==> src/rtl/mux_rr_stream_nbit.sv <==
// Registered N-channel round-robin stream multiplexer with valid/ready handshakes.
// Optional saturating accepted-word counter on port grant_cnt when RR_MUX_GRANT_CNT_EN is defined.
module mux_rr_stream_nbit #(
  parameter int N = 4,
  parameter int W = 8,
  localparam int SELW = $clog2(N)
) (
  input  logic              clk,
  input  logic              reset,
  input  logic [N*W-1:0]    in_data,
  input  logic [N-1:0]      in_valid,
  output logic [N-1:0]      in_ready,
  output logic [W-1:0]      out_data,
  output logic [SELW-1:0]   out_sel,
  output logic              out_valid,
  input  logic              out_ready
`ifdef RR_MUX_GRANT_CNT_EN
  ,
  output logic [15:0]       grant_cnt
`endif
);

  typedef enum logic {EMPTY = 1'b0, FULL = 1'b1} state_t;

  state_t          r_state;
  state_t          w_nextState;
  logic [SELW-1:0] r_ptr;
  logic [W-1:0]    r_outData;
  logic [SELW-1:0] r_outSel;

  logic [W-1:0]    w_chData [N];
  logic [SELW:0]   w_cand;
  logic [SELW-1:0] w_grantIdx;
  logic            w_anyValid;
  logic            w_slotFree;
  logic            w_take;
  logic [W-1:0]    w_grantData;
  logic [N-1:0]    w_inReady;

  // Scan channels starting at the pointer, wrapping without a modulo so N need not be a power of two.
  always_comb begin
    w_cand     = '0;
    w_grantIdx = '0;
    w_anyValid = 1'b0;
    for (int k = 0; k < N; k++) begin
      w_chData[k] = in_data[k*W +: W];
    end
    for (int i = 0; i < N; i++) begin
      w_cand = {1'b0, r_ptr} + (SELW+1)'(i);
      if (w_cand >= (SELW+1)'(N)) begin
        w_cand = w_cand - (SELW+1)'(N);
      end
      if (!w_anyValid && in_valid[w_cand[SELW-1:0]]) begin
        w_anyValid = 1'b1;
        w_grantIdx = w_cand[SELW-1:0];
      end
    end
  end

  always_comb begin
    w_slotFree  = (r_state == EMPTY) | out_ready;
    w_take      = w_anyValid & w_slotFree & !reset;
    w_grantData = w_chData[w_grantIdx];
    w_inReady   = '0;
    if (w_take) begin
      w_inReady[w_grantIdx] = 1'b1;
    end
  end

  always_ff @(posedge clk) begin
    if (reset) begin
      r_state <= EMPTY;
    end else begin
      r_state <= w_nextState;
    end
  end

  always_comb begin
    w_nextState = r_state;
    case (r_state)
      EMPTY:   if (w_take) w_nextState = FULL;
      FULL:    if (out_ready) w_nextState = w_take ? FULL : EMPTY;
      default: w_nextState = EMPTY;
    endcase
  end

  always_comb begin
    out_valid = (r_state == FULL);
    in_ready  = w_inReady;
    out_data  = r_outData;
    out_sel   = r_outSel;
  end

  // Data and selector persist through a drain; only a transfer reloads them.
  always_ff @(posedge clk) begin
    if (reset) begin
      r_outData <= '0;
      r_outSel  <= '0;
      r_ptr     <= '0;
    end else if (w_take) begin
      r_outData <= w_grantData;
      r_outSel  <= w_grantIdx;
      r_ptr     <= (w_grantIdx == SELW'(N-1)) ? '0 : w_grantIdx + SELW'(1);
    end
  end

`ifdef RR_MUX_GRANT_CNT_EN
  logic [15:0] r_grantCnt;

  always_ff @(posedge clk) begin
    if (reset) begin
      r_grantCnt <= '0;
    end else if (out_valid && out_ready && r_grantCnt != 16'hFFFF) begin
      r_grantCnt <= r_grantCnt + 16'd1;
    end
  end

  assign grant_cnt = r_grantCnt;
`endif

endmodule

==> config.mk <==
export PLATFORM = sky130hd
export DESIGN_NAME = mux_rr_stream_nbit
export DESIGN_NICKNAME = d
export VERILOG_FILES = /design/src/rtl/mux_rr_stream_nbit.sv
export SDC_FILE = /design/constraint.sdc
export NUM_CORES = 1
export LEC_CHECK = 0
export BUFFER_PORTS_ARGS = -buffer_cell sky130_fd_sc_hd__buf_2
export CAP_MARGIN = 25
export CORE_ASPECT_RATIO = 0.75
export CORE_UTILIZATION = 35
export CTS_BUF_LIST = sky130_fd_sc_hd__clkbuf_4
export DETAILED_ROUTE_END_ITERATION = 10
export PLACE_DENSITY = 0.74
export SYNTH_ARGS = -nofsm -noshare
export SYNTH_HDL_FRONTEND = slang
export SYNTH_SLANG_ARGS = --single-unit
==> constraint.sdc <==
create_clock -name clk -period 1.5 [get_ports clk]
set_input_delay 0 -clock clk [delete_from_list [all_inputs] [get_ports clk]]
set_output_delay 0 -clock clk [all_outputs]
set_load 0.02 [all_outputs]
# ---- Word-level counts from Yosys, hierarchy flattened
# Index checks and enable logic that the tools add are counted.
# W data, S select, Z words.
dict set report totals {
  in_bits 39
  reg_bits 13
}
dict set report classes {
  mux 30
  add_sub_neg 8
  magnitude_cmp 11
  n_reduce_logical 8
  n_bitwise 5
  n_eq_ne 1
}
# operator n
set ops {}
lappend ops {{$mux W2} 9}
lappend ops {{$bmux W8 S2} 1}
lappend ops {{$mux W8} 2}
lappend ops {{$lt A2 B3 Y1 const B} 5}
lappend ops {{$ge A3 B3 Y1 const B} 4}
lappend ops {{$mux W1} 11}
lappend ops {{$bmux W1 S2} 4}
lappend ops {{$sub A2 B1 Y2 const B} 4}
lappend ops {{$add A2 B2 Y3 const B} 2}
lappend ops {{$logic_and A1 B1 Y1} 4}
lappend ops {{$logic_not A1 Y1} 4}
lappend ops {{$mux W4} 1}
lappend ops {{$add A2 B1 Y3 const B} 1}
lappend ops {{$ge A2 B3 Y1 const B} 1}
lappend ops {{$not A2 Y3} 1}
lappend ops {{$add A2 B1 Y2 const B} 1}
lappend ops {{$and A1 B1 Y1} 2}
lappend ops {{$demux W1 S2} 1}
lappend ops {{$eq A2 B2 Y1 const B} 1}
lappend ops {{$ge A2 B1 Y1 const B} 1}
lappend ops {{$pmux W1 S2} 1}
lappend ops {{$not A1 Y1} 1}
lappend ops {{$or A1 B1 Y1} 1}

# ---- Depth between registers and ports, before layout
# Gate-level depths: netlist (run 1).
dict set report logic_depth {
  word_depth 19
  ltp_mapped 7
  ltp_nobuf 6
}

# ---- Worst setup path before layout (run 1)
# No wires, ideal clock.
dict set report synth_path {
  path_type {register -> output}
  startpoint {register r_state, in the netlist out_valid}
  endpoint {output port in_ready[0]}
  required_ns 1.500
  stages_incl_launch_ff 6
  arrival_time_ns 1.593
  slack_ns -0.093
  path_cell_list {dfxtp_1 -> nor2b_1 -> or3_1 -> buf_2 -> buf_6 -> nor3_1}
}
dict set report synth_via {
  elab_chain_len 5
}
# item line_no
set synth_lines {}
lappend synth_lines {{from (decl)} 25} ;# state_t r_state;
lappend synth_lines {{from (signal assigned)} 74} ;# r_state <= w_nextState;
lappend synth_lines {{$not A1 Y1} --}
lappend synth_lines {{$or A1 B1 Y1} 61} ;# w_slotFree = (r_state == EMPTY) | out_ready;
lappend synth_lines {{$and A1 B1 Y1 (2 in a row)} 62} ;# w_take = w_anyValid & w_slotFree & !reset;
lappend synth_lines {{$mux W4} 65} ;# if (w_take) begin
lappend synth_lines {{to (decl)} 12} ;# output logic [N-1:0] in_ready,
# No other way between the ends.

# ---- Final worst setup path (run 1)
dict set report layout_path {
  startpoint {register r_ptr[0]}
  endpoint {output port in_ready[3]}
}
dict set report layout_via {
  elab_chain_len 19
}
# item line_no
set layout_lines {}
lappend layout_lines {{from (decl)} 27} ;# logic [SELW-1:0] r_ptr;
lappend layout_lines {{from (signal assigned)} 103} ;# r_ptr <= (w_grantIdx == SELW'(N-1)) ? '0 : w_grantIdx + SELW'(1);
lappend layout_lines {{parallel branches: the longest is 18 deep, another holds $add A2 B1 Y3} --}
lappend layout_lines {{$mux W4 *} 65}
# Mark *: on every way between the ends. The select of a mux whose other input is x is not followed.

==> impl_metrics.csv, run 1 <==
group,metric,value,unit
yosys,synthDistinctLibCells,27,
floorplanning,ios,54,
hold_path,hold_class,"input pin to flip-flop",
timing,drv_slew,0,
yosys,synth_xor_area_share,0,%
yosys,synth_area,911,sq um
power_and_ir_drop,power.total,0.00175,W
grt,grt_usage,19.7,%
yosys,muxShareOfSynthArea,17.6,%
yosys,synth_compound_area_share,20.7,%
finish,final_common_cell,"buf_2",
power_and_ir_drop,p_per_area,1180,nW/um^2
timing,layout_min_cycle_time,1.63,ns
grt,grt_overflow,0,
yosys,yosys_register_bits,13,
critical_path,crit_type,"flip-flop to output port",
finish,fill_cells,218,
finish,drive_gt1_share,68.6,%
power_and_ir_drop,p_leak,0.667,nW
yosys,yosys.area_share.simple,25.0,%
finish,fin_nets,194,
place,place.gp.congestion,0.788,
critical_path,arrival,1.63,ns
timing,fin_setup_tns,-1.02,ns
grt,first_global_vias,921,
floorplanning,coreArea,2380,sq um
floorplanning,die_area,2810,sq um
clock_tree,cts-root-buf,"clkbuf_4",
yosys,synth.avg_cell_area,10.4,sq um
clock_tree,holdBufCountCts,0,
floorplanning,dieHeight,46.2,um
finish,area_growth,62.5,%
timing,worst_slack,-0.130,ns
critical_path,cp-start-kind,"flip-flop",
drt,wire_per_inst,14.3,um
critical_path,critPathLaunch,"r_ptr[0]$_SDFFE_PP0P_",
critical_path,crit_end,"in_ready[3]",
clock_tree,cts_tree,"yes",
yosys,synth_nets,128,
critical_path,reg2reg_to,"out_data[7]$_SDFFE_PP0P_",
floorplanning,num_rows,15,
clock_tree,clkLatencyLatePin,0.29,ns
clock_tree,clk_path_buf_depth,2,
place,io_buffers,53,
drt,via_per_inst,4.98,
finish,n_antenna_cell,0,
yosys,ys_seq_area_share,28.6,%
timing,hold_viol_final,0,
drt,drtAntennaViolNets,0,
yosys,async_reset_ff_share,0,%
drt,drt_wl_total,2.67,mm
yosys,synthFlopType,"dfxtp_1",
finish,register_area,265,sq um
yosys,yosysWarnings,0,
critical_path,reg2reg_setup_slack,-0.11,ns
critical_path,rr_worst_depth,7,
timing,setup_viol,12,
drt,drc,0,
drt,drt_iter0_drc,23,
floorplanning,initial_core_util,38.2,%
outcome,outcome,"finished, violations left",
clock_tree,path_clk_slew,0.09,ns
yosys,synth_top_family_by_area,"simple AND/OR/NAND/NOR gates",
timing,period_share,109,%
place,place_hpwl,1.84,mm
yosys,synthCells,88,
finish,mostFrequentLayoutCells,"buf_2 (49), buf_4 (12), dfxtp_1 (11)",
grt,antenna_found_initial,0,
clock_tree,clock-sinks,13,
clock_tree,h-tree-depth,1,
floorplanning,dieWidth,60.9,um
hold_path,hold_depth,3,
timing,skew,0.0125,ns
power_and_ir_drop,ir_drop,0.531,mV
timing,max_freq,614,MHz
finish,multi_input_area,697,sq um
critical_path,rr_startpoint,"r_ptr[0]$_SDFFE_PP0P_",
yosys,synth_fa_ha_area_share,1.37,%
clock_tree,cts_inserted_buffers,3,
job,drv_cap,0,
yosys,synth_edf_count,0,
timing,worstMarginPinSlew,0.525,ns
critical_path,end_kind,"output port",
outcome,violations,"setup timing",
drt,vias,931,
grt,grt_max_degree,16,
timing,relSlewSlack,64.8,%
drt,firstDrtPassIters,4,
grt,grt_pass1_wl,3.89,mm
timing,rsz0062_at_grt,"yes",
critical_path,required,1.50,ns
critical_path,cp_max_fo,6,
-- area by class of cell --
class | count | area share [%]
Clock buffer | 3 | 1.52
Tap cell | 34 | 2.87
Multi-Input combinational cell | 66 | 47.1
Timing Repair Buffer | 67 | 29.5
Sequential cell | 13 | 17.9
Clock inverter | 1 | 0.338
Inverter | 3 | 0.761
-- through the flow --
| step | hold slack (ns) | cells | util (%) | cell area, sq um | setup WS (ns) |
|---|---|---|---|---|---|
| 2_1_floorplan | 0.186 | 88 | - | 916 | 0.0228 |
| 3_3_place_gp | 0.287 | 173 | 51.0 | 1220 | -0.0199 |
| 3_5_place_dp | 0.300 | 173 | 51.0 | 1220 | -0.122 |
| 4_1_cts | 0.00235 | 187 | 58.8 | 1400 | -0.113 |
| 5_1_grt | 0.00837 | 187 | 62.1 | 1480 | -0.169 |
| 6_report | 0.000481 | 187 | 62.1 | 1480 | -0.130 |
-- kinds of logic after synthesis --
family                     after synthesis
and+or+nand+nor                         33
AOI/OAI and AO/OA                       16
muxes                                   16
DFF                                     13
buffers and inverters                    9
adders and majority gates                1
-- sequential cells by signal (all words and copies together), names as in the netlist --
register   cells
r_ptr          2
out_valid      1
out_data       8
out_sel        2
-- synthesized netlist by cell type (2+ instances only) --
cell	instances	area, sq um
nand2_1	5	18.8
o221ai_2	8	120
nor2b_1	2	12.5
buf_6	3	33.8
nor2_1	4	15.0
inv_1	3	11.3
nand3b_1	10	75.1
nor3b_2	2	25.0
a21oi_1	4	20.0
dfxtp_1	13	260
mux2i_1	16	160
nand2b_1	3	18.8
-- where the power goes --
part | internal, W | switching [W]
logic | 0.000542 | 0.000498
clock network | 0.0000990 | 0.000124
registers | 0.000429 | 0.0000571
total | 0.00107 | 0.000679
-- routing by layer --
layer	share of wire (%)	GRT usage [%]	up-vias
met2	52	39.6	43
met5	0	0	-
met3	7.3	6.18	2
met1	40	20.5	428
met4	0.52	2.73	0
li1	-	-	458
-- worst min-delay path by stage --
stage	slack, ns	from	endpoint
after global routing	0.008	in_data[22]	out_data[6]$_SDFFE_PP0P_
after detailed placement	0.30	in_data[22]	out_data[6]$_SDFFE_PP0P_
final	0.0005	in_data[22]	out_data[6]$_SDFFE_PP0P_
after floorplan	0.19	reset	r_ptr[1]$_SDFFE_PP0P_
after CTS	0.002	in_data[22]	out_data[6]$_SDFFE_PP0P_
after global placement	0.29	in_data[22]	out_data[6]$_SDFFE_PP0P_
-- what timing repair did --
item	in CTS	in global routing
resized for setup	18	17
pin swaps	4	3
gates cloned	1	0
endpoints found under the setup margin	14	13
setup buffers	9	0
-- worst max-delay path: stages (launching register included) --
cell      delay, ns
dfxtp_4        0.38
nand2b_4       0.13
a21oi_2        0.06
a211oi_4       0.23
buf_12         0.17
ha_4           0.12
and2_4         0.13
buf_6          0.11
(Power assumes the default switching activity.)
==> run 2, diff against run 1 <==
- CELL_PAD_IN_SITES_DETAIL_PLACEMENT: not set -> 0
- CELL_PAD_IN_SITES_GLOBAL_PLACEMENT: not set -> 1
- CORE_UTILIZATION: 35 -> 29
- MAX_ROUTING_LAYER: not set -> met4
- PLACE_DENSITY: 0.74 -> 0.83
- TNS_END_PERCENT: not set -> 5
==> run 2 against run 1 <==
The run still ends with setup timing left. Worst hold slack improved by 0.015 ns. Via count down 1.4%. Register-to-register slack is essentially flat.
==> impl_metrics.csv, run 2 (same netlist as run 1, synthesis figures left out) <==
group,metric,value,unit
outcome,outcome,"finished, violations left",
outcome,violations,"setup timing",
clock_tree,cts-root-buf,"clkbuf_4",
power_and_ir_drop,p_per_area,1180,nW/um^2
critical_path,rr_startpoint,"r_ptr[0]$_SDFFE_PP0P_",
critical_path,cp-start-kind,"flip-flop",
clock_tree,clk_path_buf_depth,2,
critical_path,path_cells,"nand2b_4 -> a21oi_4 -> a211oi_4 -> buf_12 -> nand2_2 -> nor2_2 -> buf_4",
finish,fin_nets,195,
clock_tree,clkLatencyLatePin,0.29,ns
critical_path,reg2reg_setup_slack,-0.12,ns
grt,grtUsageMet2,27.9,%
place,io_buffers,53,
finish,n_antenna_cell,0,
grt,grt_pass1_wl,4.02,mm
power_and_ir_drop,ir_drop,0.588,mV
timing,worstMarginPinSlew,0.386,ns
finish,mostFrequentLayoutCells,"buf_2 (49), dfxtp_1 (11), buf_4 (11)",
clock_tree,cts_tree,"yes",
grt,first_global_vias,925,
timing,rsz0062_at_grt,"yes",
power_and_ir_drop,power.total,0.00171,W
drt,firstDrtPassIters,4,
grt,use_met1,19.4,%
hold_path,hold_depth,3,
grt,grt_use_met3,5.68,%
floorplanning,dieHeight,50.5,um
clock_tree,cts_inserted_buffers,3,
floorplanning,initial_core_util,30.8,%
place,place_area,1240,sq um
floorplanning,dieWidth,66.7,um
drt,drtAntennaViolNets,0,
finish,largest_reg_flops,8,
floorplanning,die_area,3370,sq um
critical_path,cpPeakStageDelay,0.37,ns
hold_path,min_to,"out_data[2]$_SDFFE_PP0P_",
drt,via_per_inst,4.78,
critical_path,reg2reg_to,"out_data[7]$_SDFFE_PP0P_",
clock_tree,path_clk_slew,0.10,ns
clock_tree,h-tree-depth,1,
timing,drv_slew,0,
job,drv_cap,0,
grt,grt_busiest_layer,"met2",
floorplanning,coreArea,2960,sq um
drt,drc,0,
floorplanning,ios,54,
finish,fin_area,1450,sq um
finish,final_common_cell,"buf_2",
grt,antenna_found_initial,0,
drt,wire_per_inst,14.0,um
timing,skew,0.0188,ns
timing,max_freq,616,MHz
place,place.gp.congestion,0.804,
hold_path,hp-start,"in_data[26]",
hold_path,hold_class,"input pin to flip-flop",
finish,area_growth,59.6,%
place,dp_slack,-0.0934,ns
place,place_hpwl,1.75,mm
floorplanning,num_rows,17,
critical_path,crit_type,"flip-flop to output port",
grt,grt_usage,17.1,%
timing,period_share,108,%
finish,final_core_util,49.2,%
finish,drive_gt1_share,66.9,%
critical_path,required,1.50,ns
critical_path,cp_max_fo,4,
critical_path,crit_buf_inv,2,
timing,fin_setup_tns,-1.16,ns
timing,layout_min_cycle_time,1.62,ns
timing,hold_viol_final,0,
critical_path,cpMaxStageDelayCell,"dfxtp_2",
drt,vias,918,
critical_path,cpLargestDelayFamily,"flip-flops",
finish,fill_cells,300,
grt,grt_overflow,0,
power_and_ir_drop,p_leak,0.654,nW
timing,relSlewSlack,74.1,%
timing,worst_slack,-0.124,ns
critical_path,end_kind,"output port",
critical_path,arrival,1.62,ns
critical_path,rr_worst_depth,7,
timing,setup_viol,12,
drt,drt_iter0_drc,23,
grt,grt_max_degree,16,
drt,drt_wl_total,2.69,mm
clock_tree,clock-sinks,13,
-- run 2: cell types whose count changed in the layout (fill, tap and decap cells not counted), sizes merged --
| cell | change |
|---|---|
| buf | -1 |
| clkbuf | +1 |
| clkinv | -1 |
| dlygate4sd3 | +2 |
-- run 2: where the power goes --
| group | leakage (nW) | internal, W | total [W] | switching, W |
|---|---|---|---|---|
| sequential | 0.109 | 0.000430 | 0.000485 | 0.0000549 |
| clock | 0.0184 | 0.000121 | 0.000249 | 0.000127 |
| combinational | 0.526 | 0.000502 | 0.000980 | 0.000478 |
-- run 2: worst reg2reg max path: stages (launching register included) --
cell and delay (ns):
dfxtp_2 0.37, nand2b_4 0.15, a21oi_4 0.07, a211oi_4 0.22
buf_12 0.15, buf_4 0.14, mux2i_1 0.25, o221ai_2 0.13
-- run 2: area by class of cell --
class | instances | area (sq um) | share of cell area, %
clock buffer | 4 | 30.0 | 2.07
inverter | 3 | 11.3 | 0.775
multi-input combinational | 66 | 659 | 45.4
sequential | 13 | 265 | 18.2
tap | 38 | 47.5 | 3.27
timing repair buffer | 68 | 440 | 30.3
-- run 2: per-stage QoR --
step           hold slack (ns)  cells
2_1_floorplan            0.186     88
3_3_place_gp             0.286    179
4_1_cts                0.00128    190
5_1_grt                 0.0268    192
6_report                0.0156    192
3_5_place_dp             0.303    179
-- run 2: what timing repair did --
action,in CTS,in global routing
pin swaps,5,2
gates resized for setup,22,5
buffers inserted,5,1
hold buffers,1,1
endpoints found under the setup margin,13,13
endpoints found under the hold margin,1,1
gates cloned,1,0
-- run 2: per-layer routing --
layer	wire length, um	share of wire, %	vias up
met5	0	0	-
met4	56	2.1	0
met3	174	6.5	6
met2	1280	48	42
met1	1180	44	412
li1	-	-	458
-- run 2: worst max-delay path by stage --
stage | start | end | depth (start not counted)
6_report | r_ptr[0]$_SDFFE_PP0P_ | in_ready[1] | 7
5_1_grt | r_ptr[1]$_SDFFE_PP0P_ | in_ready[2] | 6
4_1_cts | r_ptr[0]$_SDFFE_PP0P_ | in_ready[2] | 6
3_5_place_dp | r_ptr[0]$_SDFFE_PP0P_ | out_data[7]$_SDFFE_PP0P_ | 6
3_3_place_gp | r_ptr[0]$_SDFFE_PP0P_ | out_data[7]$_SDFFE_PP0P_ | 6
2_1_floorplan | r_ptr[0]$_SDFFE_PP0P_ | out_data[0]$_SDFFE_PP0P_ | 6
==> run 3, diff against run 2 <==
- CORE_UTILIZATION: 29 -> 34
- PLACE_DENSITY: 0.83 -> 0.91
- clock period: 1.5 -> 1.9 ns (I/O delays scaled with it)
==> run 3 against run 2 <==
The run now ends clean. Routed wire length down 18%. Critical path type unchanged. Power down 32%. Combinational power decreased by 39%. Die area shrank 14%. Register-to-register slack improved by 0.40 ns. Clock skew is 0.018 ns lower. Clock power is 24% lower. Core utilization is 2.8 points higher. First-iteration DRC count up 61%.
==> impl_metrics.csv, run 3 (same netlist as run 1, synthesis figures left out) <==
group,metric,value,unit
critical_path,cp_max_fo,15,
timing,drv_slew,0,
critical_path,cpPeakStageDelay,0.56,ns
floorplanning,initial_core_util,37.6,%
floorplanning,dieWidth,61.8,um
timing,setup_viol,0,
finish,area_growth,38.2,%
power_and_ir_drop,power.total,0.00116,W
grt,first_global_vias,729,
drt,drt_wl_total,2.21,mm
critical_path,cp.depth,4,
timing,layout_min_cycle_time,1.76,ns
critical_path,required,1.90,ns
finish,fill_cells,231,
outcome,outcome,"complete, no violations",
power_and_ir_drop,p_per_area,925,nW/um^2
drt,drtAntennaViolNets,0,
critical_path,rr_startpoint,"r_ptr[0]$_SDFFE_PP0P_",
critical_path,rr_worst_depth,7,
place,place.gp.congestion,0.794,
critical_path,crit_end,"in_ready[0]",
grt,grt_usage,16.3,%
timing,hold_viol_final,0,
timing,period_share,92.5,%
job,drv_cap,0,
critical_path,cp-start-kind,"flip-flop",
finish,final_common_cell,"buf_2",
critical_path,path_cells,"nor2b_1 -> or3_1 -> nor3_1 -> buf_2",
floorplanning,die_area,2890,sq um
drt,wire_per_inst,12.5,um
finish,mostFrequentLayoutCells,"buf_2 (53), mux2i_1 (16), dfxtp_1 (13)",
clock_tree,clk_path_buf_depth,2,
grt,antenna_found_initial,0,
finish,drive_gt1_share,54.5,%
critical_path,reg2reg_setup_slack,0.28,ns
timing,hold_slack,0.00833,ns
drt,firstDrtPassIters,4,
clock_tree,path_clk_slew,0.08,ns
grt,grt_max_degree,22,
critical_path,reg2reg_to,"out_data[2]$_SDFFE_PP0P_",
clock_tree,clock-sinks,13,
critical_path,cpMaxStageDelayCell,"or3_1",
power_and_ir_drop,p_leak,0.593,nW
floorplanning,coreArea,2420,sq um
place,place_area,1200,sq um
drt,drt_iter0_drc,37,
power_and_ir_drop,ir_drop,0.360,mV
clock_tree,cts_tree,"yes",
timing,fin_setup_tns,0,ns
clock_tree,h-tree-depth,1,
drt,via_per_inst,4.89,
hold_path,hold_class,"input pin to flip-flop",
critical_path,crit_buf_inv,1,
clock_tree,cts_inserted_buffers,3,
floorplanning,num_rows,15,
clock_tree,clkLatencyLatePin,0.28,ns
place,place_hpwl,1.61,mm
drt,vias,866,
timing,rsz0062_at_grt,"no",
critical_path,critPathLaunch,"out_valid$_SDFF_PP0_",
critical_path,cpLargestDelayFamily,"simple AND/OR/NAND/NOR gates",
floorplanning,dieHeight,46.8,um
clock_tree,cts-root-buf,"clkbuf_4",
finish,fin_area,1260,sq um
timing,worstMarginPinSlew,0.543,ns
grt,grt_overflow,0,
timing,relSlewSlack,63.8,%
clock_tree,cts-resized-gates,0,
finish,fin_nets,184,
critical_path,crit_type,"flip-flop to output port",
timing,max_freq,569,MHz
critical_path,end_kind,"output port",
timing,skew,0.000764,ns
critical_path,arrival,1.76,ns
floorplanning,ios,54,
finish,n_antenna_cell,0,
hold_path,hold_depth,3,
place,io_buffers,53,
drt,drc,0,
grt,grt_pass1_wl,3.21,mm
finish,largest_reg_flops,8,
-- run 3: changes by cell type in the layout (fill, tap and decap cells not counted), sizes merged --
cell and delta:
dlygate4sd3 -2, buf -10, clkbuf +1
-- run 3: repair_timing --
item                       CTS  global route
setup buffers                0             1
setup endpoints to repair    0             1
hold buffers                 0             0
-- run 3: report_power, final --
group / switching, W / leakage, nW / internal (W)
sequential: 0.0000417 / 0.108 / 0.000334
combinational: 0.000315 / 0.466 / 0.000283
clock: 0.0000939 / 0.0184 / 0.0000958
-- run 3: cell type report --
class	count	area (sq um)	share of cell area (%)
Tap cell	34	42.5	3.38
Inverter	3	11.3	0.895
Clock buffer	4	30.0	2.39
Sequential cell	13	260	20.7
Timing Repair Buffer	57	325	25.8
Multi-Input combinational cell	66	589	46.8
-- run 3: worst register-to-register path, delay by kind of cell, from the launching register on --
family	cells	cell delay (ns)
AO/OA/AOI/OAI	3	0.42
buffers and inverters	2	0.33
flip-flops	1	0.37
multiplexers	1	0.23
AND/OR/NAND/NOR	1	0.16
-- run 3: metrics by stage --
| stage | util [%] | cells | setup WS (ns) |
|---|---|---|---|
| after global placement | 49.4 | 171 | 0.380 |
| after CTS | 50.6 | 175 | 0.0574 |
| after global routing | 52.0 | 177 | 0.0298 |
| after floorplan | - | 88 | 0.307 |
| after detailed placement | 49.4 | 171 | 0.318 |
| final | 52.0 | 177 | 0.142 |
-- run 3: routing by layer --
layer  vias up  share of wire, %  global-route usage, %
li1        439                 -                      -
met1       384                48                   20.6
met2        41                43                   23.0
met3         2               8.3                   6.89
met4         0              0.77                   6.22
met5         -                 0                      -
-- run 3: worst min-delay path by stage --
| stage | endpoint | slack (ns) | start |
|---|---|---|---|
| finish | out_data[6]$_SDFFE_PP0P_ | 0.008 | in_data[22] |
| CTS | out_data[6]$_SDFFE_PP0P_ | 0.008 | in_data[22] |
| global placement | out_data[6]$_SDFFE_PP0P_ | 0.28 | in_data[22] |
| detailed placement | out_data[6]$_SDFFE_PP0P_ | 0.30 | in_data[22] |
| floorplan | r_ptr[1]$_SDFFE_PP0P_ | 0.19 | reset |
| global route | out_data[6]$_SDFFE_PP0P_ | 0.02 | in_data[22] |
